**config.mk**
```make
export PLATFORM = sky130hd
export DESIGN_NAME = seq_state_gen
export DESIGN_NICKNAME = d
export VERILOG_FILES = /design/src/rtl/seq_pkg.sv /design/src/rtl/seq_tick_gen.sv /design/src/rtl/seq_state_gen.sv
export SDC_FILE = /design/constraint.sdc
export NUM_CORES = 1
export LEC_CHECK = 0
export BUFFER_PORTS_ARGS = -buffer_cell sky130_fd_sc_hd__buf_2
export CORE_ASPECT_RATIO = 0.5
export CORE_UTILIZATION = 56
export CTS_CLUSTER_DIAMETER = 30
export DETAILED_ROUTE_END_ITERATION = 10
export PLACE_DENSITY = 0.89
export SYNTH_ARGS = -nofsm -noshare
export SYNTH_HDL_FRONTEND = slang
export SYNTH_SLANG_ARGS = --single-unit
export TNS_END_PERCENT = 30
```
**constraint.sdc**
```tcl
create_clock -name clk -period 3.5 [get_ports clk]
set_input_delay 0 -clock clk [delete_from_list [all_inputs] [get_ports clk]]
set_output_delay 0 -clock clk [all_outputs]
set_load 0.02 [all_outputs]
```
**src/rtl/seq_pkg.sv**
```systemverilog
// rtl/seq_pkg.sv - shared sequencer types, state constants and helpers
// Contents: NUM_STATES, abort_sel_e (instruction-length code from decode),
//   seq_st_e (IDLE/RUN), state_1..state_24 one-hot constants shared with the
//   decode logic, last_state() and idx_to_onehot() helpers.
package seq_pkg;

  localparam int NUM_STATES = 24;

  typedef enum logic [2:0] {
    ABORT_NONE = 3'd0,
    ABORT_8    = 3'd1,
    ABORT_10   = 3'd2,
    ABORT_12   = 3'd3,
    ABORT_14   = 3'd4
  } abort_sel_e;

  typedef enum logic {
    ST_IDLE = 1'b0,
    ST_RUN  = 1'b1
  } seq_st_e;

  localparam logic [NUM_STATES-1:0] state_1  = 24'h000001;
  localparam logic [NUM_STATES-1:0] state_2  = 24'h000002;
  localparam logic [NUM_STATES-1:0] state_3  = 24'h000004;
  localparam logic [NUM_STATES-1:0] state_4  = 24'h000008;
  localparam logic [NUM_STATES-1:0] state_5  = 24'h000010;
  localparam logic [NUM_STATES-1:0] state_6  = 24'h000020;
  localparam logic [NUM_STATES-1:0] state_7  = 24'h000040;
  localparam logic [NUM_STATES-1:0] state_8  = 24'h000080;
  localparam logic [NUM_STATES-1:0] state_9  = 24'h000100;
  localparam logic [NUM_STATES-1:0] state_10 = 24'h000200;
  localparam logic [NUM_STATES-1:0] state_11 = 24'h000400;
  localparam logic [NUM_STATES-1:0] state_12 = 24'h000800;
  localparam logic [NUM_STATES-1:0] state_13 = 24'h001000;
  localparam logic [NUM_STATES-1:0] state_14 = 24'h002000;
  localparam logic [NUM_STATES-1:0] state_15 = 24'h004000;
  localparam logic [NUM_STATES-1:0] state_16 = 24'h008000;
  localparam logic [NUM_STATES-1:0] state_17 = 24'h010000;
  localparam logic [NUM_STATES-1:0] state_18 = 24'h020000;
  localparam logic [NUM_STATES-1:0] state_19 = 24'h040000;
  localparam logic [NUM_STATES-1:0] state_20 = 24'h080000;
  localparam logic [NUM_STATES-1:0] state_21 = 24'h100000;
  localparam logic [NUM_STATES-1:0] state_22 = 24'h200000;
  localparam logic [NUM_STATES-1:0] state_23 = 24'h400000;
  localparam logic [NUM_STATES-1:0] state_24 = 24'h800000;

  // Codes 5-7 are not in the enum and fall through to the full 24 states.
  function automatic logic [4:0] last_state(input abort_sel_e sel);
    case (sel)
      ABORT_8:  return 5'd8;
      ABORT_10: return 5'd10;
      ABORT_12: return 5'd12;
      ABORT_14: return 5'd14;
      default:  return 5'd24;
    endcase
  endfunction

  function automatic logic [NUM_STATES-1:0] idx_to_onehot(input logic [4:0] idx);
    case (idx)
      5'd1:    return state_1;
      5'd2:    return state_2;
      5'd3:    return state_3;
      5'd4:    return state_4;
      5'd5:    return state_5;
      5'd6:    return state_6;
      5'd7:    return state_7;
      5'd8:    return state_8;
      5'd9:    return state_9;
      5'd10:   return state_10;
      5'd11:   return state_11;
      5'd12:   return state_12;
      5'd13:   return state_13;
      5'd14:   return state_14;
      5'd15:   return state_15;
      5'd16:   return state_16;
      5'd17:   return state_17;
      5'd18:   return state_18;
      5'd19:   return state_19;
      5'd20:   return state_20;
      5'd21:   return state_21;
      5'd22:   return state_22;
      5'd23:   return state_23;
      5'd24:   return state_24;
      default: return '0;
    endcase
  endfunction

endpackage

```
**src/rtl/seq_tick_gen.sv**
```systemverilog
// rtl/seq_tick_gen.sv - sequencer tick prescaler with optional single-step
// Ports: clk, rst_n (async active-low), run (sequencer is in RUN),
//   step_mode/step (only with SEQ_SINGLE_STEP_EN), tick (advance this cycle).
// Optional macro: SEQ_SINGLE_STEP_EN adds step_mode/step single-step ticking.
module seq_tick_gen #(
  parameter int TICK_DIV = 1
) (
  input  logic clk,
  input  logic rst_n,
  input  logic run,
`ifdef SEQ_SINGLE_STEP_EN
  input  logic step_mode,
  input  logic step,
`endif
  output logic tick
);

  localparam int CW = (TICK_DIV > 1) ? $clog2(TICK_DIV) : 1;
  localparam logic [CW-1:0] TERM = CW'(TICK_DIV - 1);

  logic [CW-1:0] r_cnt;
  logic          w_pre_tick;
  logic          w_src_tick;
  logic          w_cnt_en;

  assign w_pre_tick = (r_cnt == TERM);

`ifdef SEQ_SINGLE_STEP_EN
  logic r_step_d;

  always_ff @(posedge clk or negedge rst_n) begin
    if (!rst_n) r_step_d <= 1'b0;
    else        r_step_d <= step;
  end

  // In step mode the prescaler is frozen and each rising edge of step is one tick.
  assign w_src_tick = step_mode ? (step & ~r_step_d) : w_pre_tick;
  assign w_cnt_en   = ~step_mode;
`else
  assign w_src_tick = w_pre_tick;
  assign w_cnt_en   = 1'b1;
`endif

  assign tick = run & w_src_tick;

  // Held at zero while idle so every instruction starts a fresh prescale period.
  always_ff @(posedge clk or negedge rst_n) begin
    if (!rst_n)        r_cnt <= '0;
    else if (!run)     r_cnt <= '0;
    else if (w_cnt_en) r_cnt <= w_pre_tick ? '0 : r_cnt + CW'(1);
  end

endmodule

```
**src/rtl/seq_state_gen.sv**
```systemverilog
// rtl/seq_state_gen.sv - instruction-cycle sequencer producing one-hot state
// Ports: clk, rst_n (async active-low), start, halt_req, abort_sel[2:0],
//   step_mode/step (only with SEQ_SINGLE_STEP_EN), state_onehot[NUM_STATES],
//   state_idx[4:0], tick, instr_done, halted.
// Optional macro: SEQ_SINGLE_STEP_EN enables single-step ticking.
module seq_state_gen #(
  parameter int NUM_STATES = 24,
  parameter int TICK_DIV   = 1
) (
  input  logic                  clk,
  input  logic                  rst_n,
  input  logic                  start,
  input  logic                  halt_req,
  input  logic [2:0]            abort_sel,
`ifdef SEQ_SINGLE_STEP_EN
  input  logic                  step_mode,
  input  logic                  step,
`endif
  output logic [NUM_STATES-1:0] state_onehot,
  output logic [4:0]            state_idx,
  output logic                  tick,
  output logic                  instr_done,
  output logic                  halted
);

  import seq_pkg::abort_sel_e;
  import seq_pkg::seq_st_e;
  import seq_pkg::ST_IDLE;
  import seq_pkg::ST_RUN;
  import seq_pkg::last_state;
  import seq_pkg::idx_to_onehot;

  seq_st_e               r_st, w_next_st;
  logic [4:0]            r_idx, w_next_idx;
  logic [NUM_STATES-1:0] r_onehot;
  logic                  r_halt_latch, w_next_latch;
  logic                  w_tick;
  logic                  w_done;
  logic                  w_end;
  logic [4:0]            w_last;

  seq_tick_gen #(.TICK_DIV(TICK_DIV)) u_tick_gen (
    .clk       (clk),
    .rst_n     (rst_n),
    .run       (r_st == ST_RUN),
`ifdef SEQ_SINGLE_STEP_EN
    .step_mode (step_mode),
    .step      (step),
`endif
    .tick      (w_tick)
  );

  // abort_sel only matters when the current state equals its length; the last
  // state is always a hard end so the index can never reach NUM_STATES+1.
  assign w_last = last_state(abort_sel_e'(abort_sel));
  assign w_end  = (r_idx == w_last) || (r_idx == 5'(NUM_STATES));

  always_comb begin
    w_next_st    = r_st;
    w_next_idx   = r_idx;
    w_next_latch = r_halt_latch;
    w_done       = 1'b0;
    case (r_st)
      ST_IDLE: begin
        // halt_req is ignored here, so start+halt_req leaves the latch clear.
        if (start) begin
          w_next_st    = ST_RUN;
          w_next_idx   = 5'd1;
          w_next_latch = 1'b0;
        end
      end
      default: begin
        if (halt_req) w_next_latch = 1'b1;
        if (w_tick) begin
          if (w_end) begin
            w_done = 1'b1;
            if (r_halt_latch || halt_req) begin
              w_next_st    = ST_IDLE;
              w_next_idx   = 5'd0;
              w_next_latch = 1'b0;
            end else begin
              w_next_idx = 5'd1;
            end
          end else begin
            w_next_idx = r_idx + 5'd1;
          end
        end
      end
    endcase
  end

  always_ff @(posedge clk or negedge rst_n) begin
    if (!rst_n) begin
      r_st         <= ST_IDLE;
      r_idx        <= 5'd0;
      r_onehot     <= '0;
      r_halt_latch <= 1'b0;
    end else begin
      r_st         <= w_next_st;
      r_idx        <= w_next_idx;
      r_onehot     <= NUM_STATES'(idx_to_onehot(w_next_idx));
      r_halt_latch <= w_next_latch;
    end
  end

  assign state_onehot = r_onehot;
  assign state_idx    = r_idx;
  assign halted       = (r_st == ST_IDLE);
  assign tick         = w_tick;
  assign instr_done   = w_done;

  a_onehot_consistent: assert property (@(posedge clk) disable iff (!rst_n)
    $onehot0(state_onehot) && ((state_idx == 5'd0) == (state_onehot == '0)));

endmodule

```
Yosys cells after proc, flatten, opt, wreduce, memory -nomap -nowiden
Memories as Yosys holds them, arrays and structs flattened. A register that Yosys moved wholly into a read port is not among the register bits.
Index checks and enable logic that the tools add are counted.
- memories: 1
- input port bits: 7
- output and inout port bits: 32
- logic and storage cells: 42
- flip-flop bits (word level): 8
- bits in read-only memories: 768
- memory list (memory ; depth ; width ; read ports ; clocked after Yosys merged registers in ; write ports ; line ; source):
    (name not given) ; 32 ; 24 ; 1 ; 1 ; 0 ; seq_pkg.sv:59 ; case (idx)
- eq/ne operators: 6
- reductions and logical operators: 4
- mux-type cells: 22
- $add $sub $neg: 2
- bitwise logic cells: 3
- operator list (cell ; number):
    2-to-1 mux 5 bit ; 4
    one-hot mux 5 bit (4 select lines) ; 1
    2-to-1 mux 1 bit ; 17
    equality test 3 x 2 -> 1 bit, second input constant ; 2
    adder 5 x 1 -> 5 bit, second input constant ; 1
    equality test 5 bit ; 1
    equality test 5 bit, second input constant ; 1
    equality test 3 x 1 -> 1 bit, second input constant ; 1
    equality test 3 bit, second input constant ; 1
    logical OR 1 bit ; 2
    NOT 1 bit ; 2
    nonzero test 2 bit ; 1
    adder 1 bit, second input constant ; 1
    AND 1 bit ; 1
    zero test 1 bit ; 1

Depth between registers and ports, before layout
- depth in word-level cells: 7
- depth in mapped cells: 10
- gate-level depth less buffers: 8

By module
From an unflattened synthesis, not the netlist that was laid out.
- cells, all modules: 140
- area, all modules: 1502.7 µm²
- by module, submodules not included (module ; cells each ; seq. area each (µm²) ; area each (µm²) ; times used):
    seq_state_gen ; 139 ; 775.7 ; 1495.2 ; 1
    seq_tick_gen ; 1 ; 0.0 ; 7.5 ; 1

Worst setup path after synthesis
Ideal clock, no wire load.
- path type: register to register
- start: reg r_idx[0], in the netlist state_idx[0]
- end: reg r_onehot[0], in the netlist state_onehot[0]
- required time: 3399 ps
- buffers on the path: 2
- clock period less this slack: 2209 ps
- library setup time: 101 ps
- setup slack: 1291 ps
- arrival: 2108 ps
- stages on the path, launching flop included: 10
- path through: dfrtp_1 -> clkbuf_1 -> inv_1 -> ha_1 -> and3_1 -> o41ai_2 -> o221ai_2 -> o31a_1 -> buf_6 -> nor4_1
- longest elaborated chain between the ends: 5
- elaborated cells on any way between the ends: 8
- classes of those cells: 1 x add/sub; 2 x eq/ne; 4 x mux; 1 x reduce/logical
- ends and longest elaborated chain (element ; line ; source):
    from (decl) ; seq_state_gen.sv:34 ; logic [4:0] r_idx, w_next_idx;
    from (signal assigned) ; seq_state_gen.sv:100 ; r_idx <= w_next_idx;
    parallel branches: the longest is 4 deep, another holds adder 5 x 1 -> 5 bit ; n/a ;
    2-to-1 mux 5 bit (*) ; seq_state_gen.sv:63 ; case (r_st)
    to (decl) ; seq_state_gen.sv:35 ; logic [NUM_STATES-1:0] r_onehot;
Every way passes the cells marked *.
A chain may end at the register's enable or synchronous reset.

Worst setup path after layout
- start: reg r_idx[2], in the netlist state_idx[2]
- end: reg r_onehot[23], in the netlist state_onehot[23]
- longest elaborated chain between the ends: 5
- elaborated cells on any way between the ends: 8
- classes of those cells: 1 x add/sub; 2 x eq/ne; 4 x mux; 1 x reduce/logical
- ends and longest elaborated chain (element ; line ; source):
    equality test 5 bit ; seq_state_gen.sv:56 ; assign w_end = (r_idx == w_last) || (r_idx == 5'(NUM_STATES));
    logical OR 1 bit (*) ; seq_state_gen.sv:56 ;
    2-to-1 mux 5 bit (*) ; seq_state_gen.sv:75 ; if (w_end) begin
    2-to-1 mux 5 bit (*) ; seq_state_gen.sv:74 ; if (w_tick) begin
    2-to-1 mux 5 bit (*) ; seq_state_gen.sv:63 ;
    net w_next_idx[0] ; seq_state_gen.sv:34 ;
Mark *: on every way through the listed nets, which the timed path passes. The rest lies on a longest branch.

==> reports/results.ini <==
[global_route]
grt_max_degree=32
grt_pass1_wl_um=5664
first_global_vias=1124
antenna_found_initial=0
grt-ovfl-total=0
grtUsageTotal=0.2678

[place]
routabilityCongestion=0.9383
io_buffers=38
place_area_um2=1777
dpl.hpwl_um=2483
place_inst=229

[floorplan]
die_x_um=76.98
ios=39
start_util=0.5973
die-area_um2=3040
die_y_um=39.49
fp.coreArea_um2=2635
fp-row-count=13

[cts]
cts_root_buf=clkbuf_8
cts_tree=done
clock_sinks=31
cts_max_path_buffers=2
clk_pin_slew_ns=0.07
cts_resized=0
cts_inserted_buffers=5
clk_latency_ns=0.28
ctsHtreeMaxLevel=2

[logic_synthesis]
synth_ff_type=dfrtp_1
synth_top_family_by_area=simple AND/OR/NAND/NOR gates
synthMuxAreaShare=0.007154
synth.distinct_cells=49
synth_compound_area_frac=0.1932
synth-async-reset-ratio=1.000
synth_cells=161
synth-edff-count=0
syn_area_um2=1574
ys_seq_area_frac=0.4928
synth_fp_nets=170
synth-xor-area-share=0.02782
yosys.area_share.adder=0.01590
ys_warn_count=0
syn_area_per_cell_um2=9.776
yosys.area_share.simple=0.2242
synth-seq-cells=31

[route]
wl_per_cell_um=15.65
drc_errors=0
drt-initial-drc-count=122
ant_nets=0
routed-via-count=1378
finalWirelength_um=3740
dr.pass1.iters=4
avgViaCountPerCell=5.766

[layout]
drive_gt1_frac=0.2970
layout_commonest_cell=buf_2
final_nets=210
stdcell_count=239
multi_input_area_um2=737.0
design_area_um2=1914
final_cell_mix=buf_2 (38), dfrtp_1 (31), nor2_1 (25)
diodes=0
fillerInstances=190
synthToLayoutAreaGrowth_pct=21.62
final-seq-area_um2=775.7

[power_and_ir_drop]
clkPwrFrac=0.187
p_per_area_nw_per_um2=1012
seqPwrFrac=0.300
combPwrFrac=0.513
ir_drop_uv=488.3
sw_frac_of_total=0.4727
power_switching_w=0.0009162
leakage_nw=0.9527
p_int_w=0.001022

[sta]
hold_ws_ns=0.08120
fin_worst_skew_ns=0.007143
slew_headroom=0.5517
hold_violations=0
min_period_ns=2.500
tightest_slew_ns=0.6725
rsz0062_at_grt=no
clock.fmax_mhz=400.0
period_share=0.7142
finalMaxSlewViolations=0
setup_tns_ns=0
setup_viol=0

[setup_path]
cp.arrival_ns=2.68
cp-end-kind=flop
crit_type=flop to flop
start_kind=flop
cp_max_fo=17
cp.required_ns=3.68

[worst_hold_path]
hold_class=input pin to flop

[flow_run]
max_cap_viol_count=0

[status]
status=complete, no violations

[power groups by stage]
stage,clock network [W],logic (W),registers [W]
floorplan,0,0.000663,0.000665
global placement,0,0.000936,0.000582
detailed placement,0,0.000963,0.000583
CTS,0.000372,0.000986,0.000580
global route,0.000388,0.00107,0.000599
finish,0.000363,0.000994,0.000582
[cell type report]
class | instances | area share
repair buffers | 40 | 0.1098
well taps | 37 | 0.02418
flip-flops and latches | 31 | 0.4052
clock inverters | 2 | 0.01830
multi-input cells | 117 | 0.3850
inverters | 6 | 0.01438
clock buffers | 6 | 0.04314
[cell families after synthesis]
family,Yosys count
AOI/OAI and AO/OA,40
xor gates and xnor gates,5
adders and majority gates,2
buffers and inverters,13
DFF,31
muxes,1
and+or+nand+nor,69
[cells in the mapped netlist, types with 2 or more instances]
library cell / number / area share
o21a_1: 2 / 0.0095
nor2_1: 25 / 0.060
and3_1: 2 / 0.0079
or2_2: 2 / 0.0079
o21ai_0: 8 / 0.025
nand3_1: 3 / 0.0095
inv_1: 5 / 0.012
a211oi_1: 2 / 0.0095
nor3_1: 13 / 0.041
a22o_1: 2 / 0.011
nand2_1: 7 / 0.017
nor2b_1: 4 / 0.016
nor4_1: 2 / 0.0079
nand2b_1: 2 / 0.0079
xor2_1: 2 / 0.011
a32oi_1: 2 / 0.011
ha_1: 2 / 0.016
dfrtp_1: 31 / 0.49
clkbuf_1: 5 / 0.012
and2_1: 2 / 0.0079
xnor2_1: 3 / 0.017
a31oi_1: 3 / 0.012
a21oi_1: 6 / 0.019
[worst paths after layout]
kind | cells after the start | startpoint | endpoint | slack [ns]
setup / recovery | 7 | state_idx[2]$_DFF_PN0_ | state_onehot[23]$_DFF_PN0_ | 1.00
hold / removal | 3 | start | r_halt_latch$_DFFE_PN0P_ | 0.08
setup reg to reg | 7 | state_idx[2]$_DFF_PN0_ | state_onehot[23]$_DFF_PN0_ | 1.00
hold reg to reg | 2 | r_halt_latch$_DFFE_PN0P_ | r_halt_latch$_DFFE_PN0P_ | 0.54
max in group asynchronous | 2 | rst_n | state_onehot[5]$_DFF_PN0_ | 2.79
min in group asynchronous | 2 | rst_n | state_onehot[13]$_DFF_PN0_ | 0.28
[through the flow]
step           setup slack, ns  utilization  total power (W)
3_3_place_gp             1.159       0.6743         0.001518
5_1_grt                 0.8639       0.7265         0.002057
6_report                 1.000       0.7265         0.001938
2_1_floorplan            1.291            -         0.001328
3_5_place_dp             1.071       0.6743         0.001545
4_1_cts                  1.015       0.7265         0.001938
[critical path: stages (launching register included)]
cell and delay, ns:
dfrtp_1 0.56, and3b_1 0.26, o21a_1 0.22, or3_4 0.43, a21oi_2 0.12, o31a_1 0.45, inv_6 0.07, nor4_2 0.28
[state kept, by name, summed over array words and instances (netlist names)]
register      flops
state_idx         5
r_halt_latch      1
state_onehot     24
r_st              1
[timing repair]
item | CTS | global route
hold endpoints to repair | 32 | 0
hold buffers | 2 | 0
setup buffers | 0 | 0
[per-layer routing]
metal,GRT usage,share of wire,up-vias
li1,-,-,654
met1,0.3406,0.45,664
met2,0.4509,0.46,56
met3,0.08837,0.084,4
met4,0.07075,0.0064,0
met5,0,0,-
(Power assumes the default switching activity.)
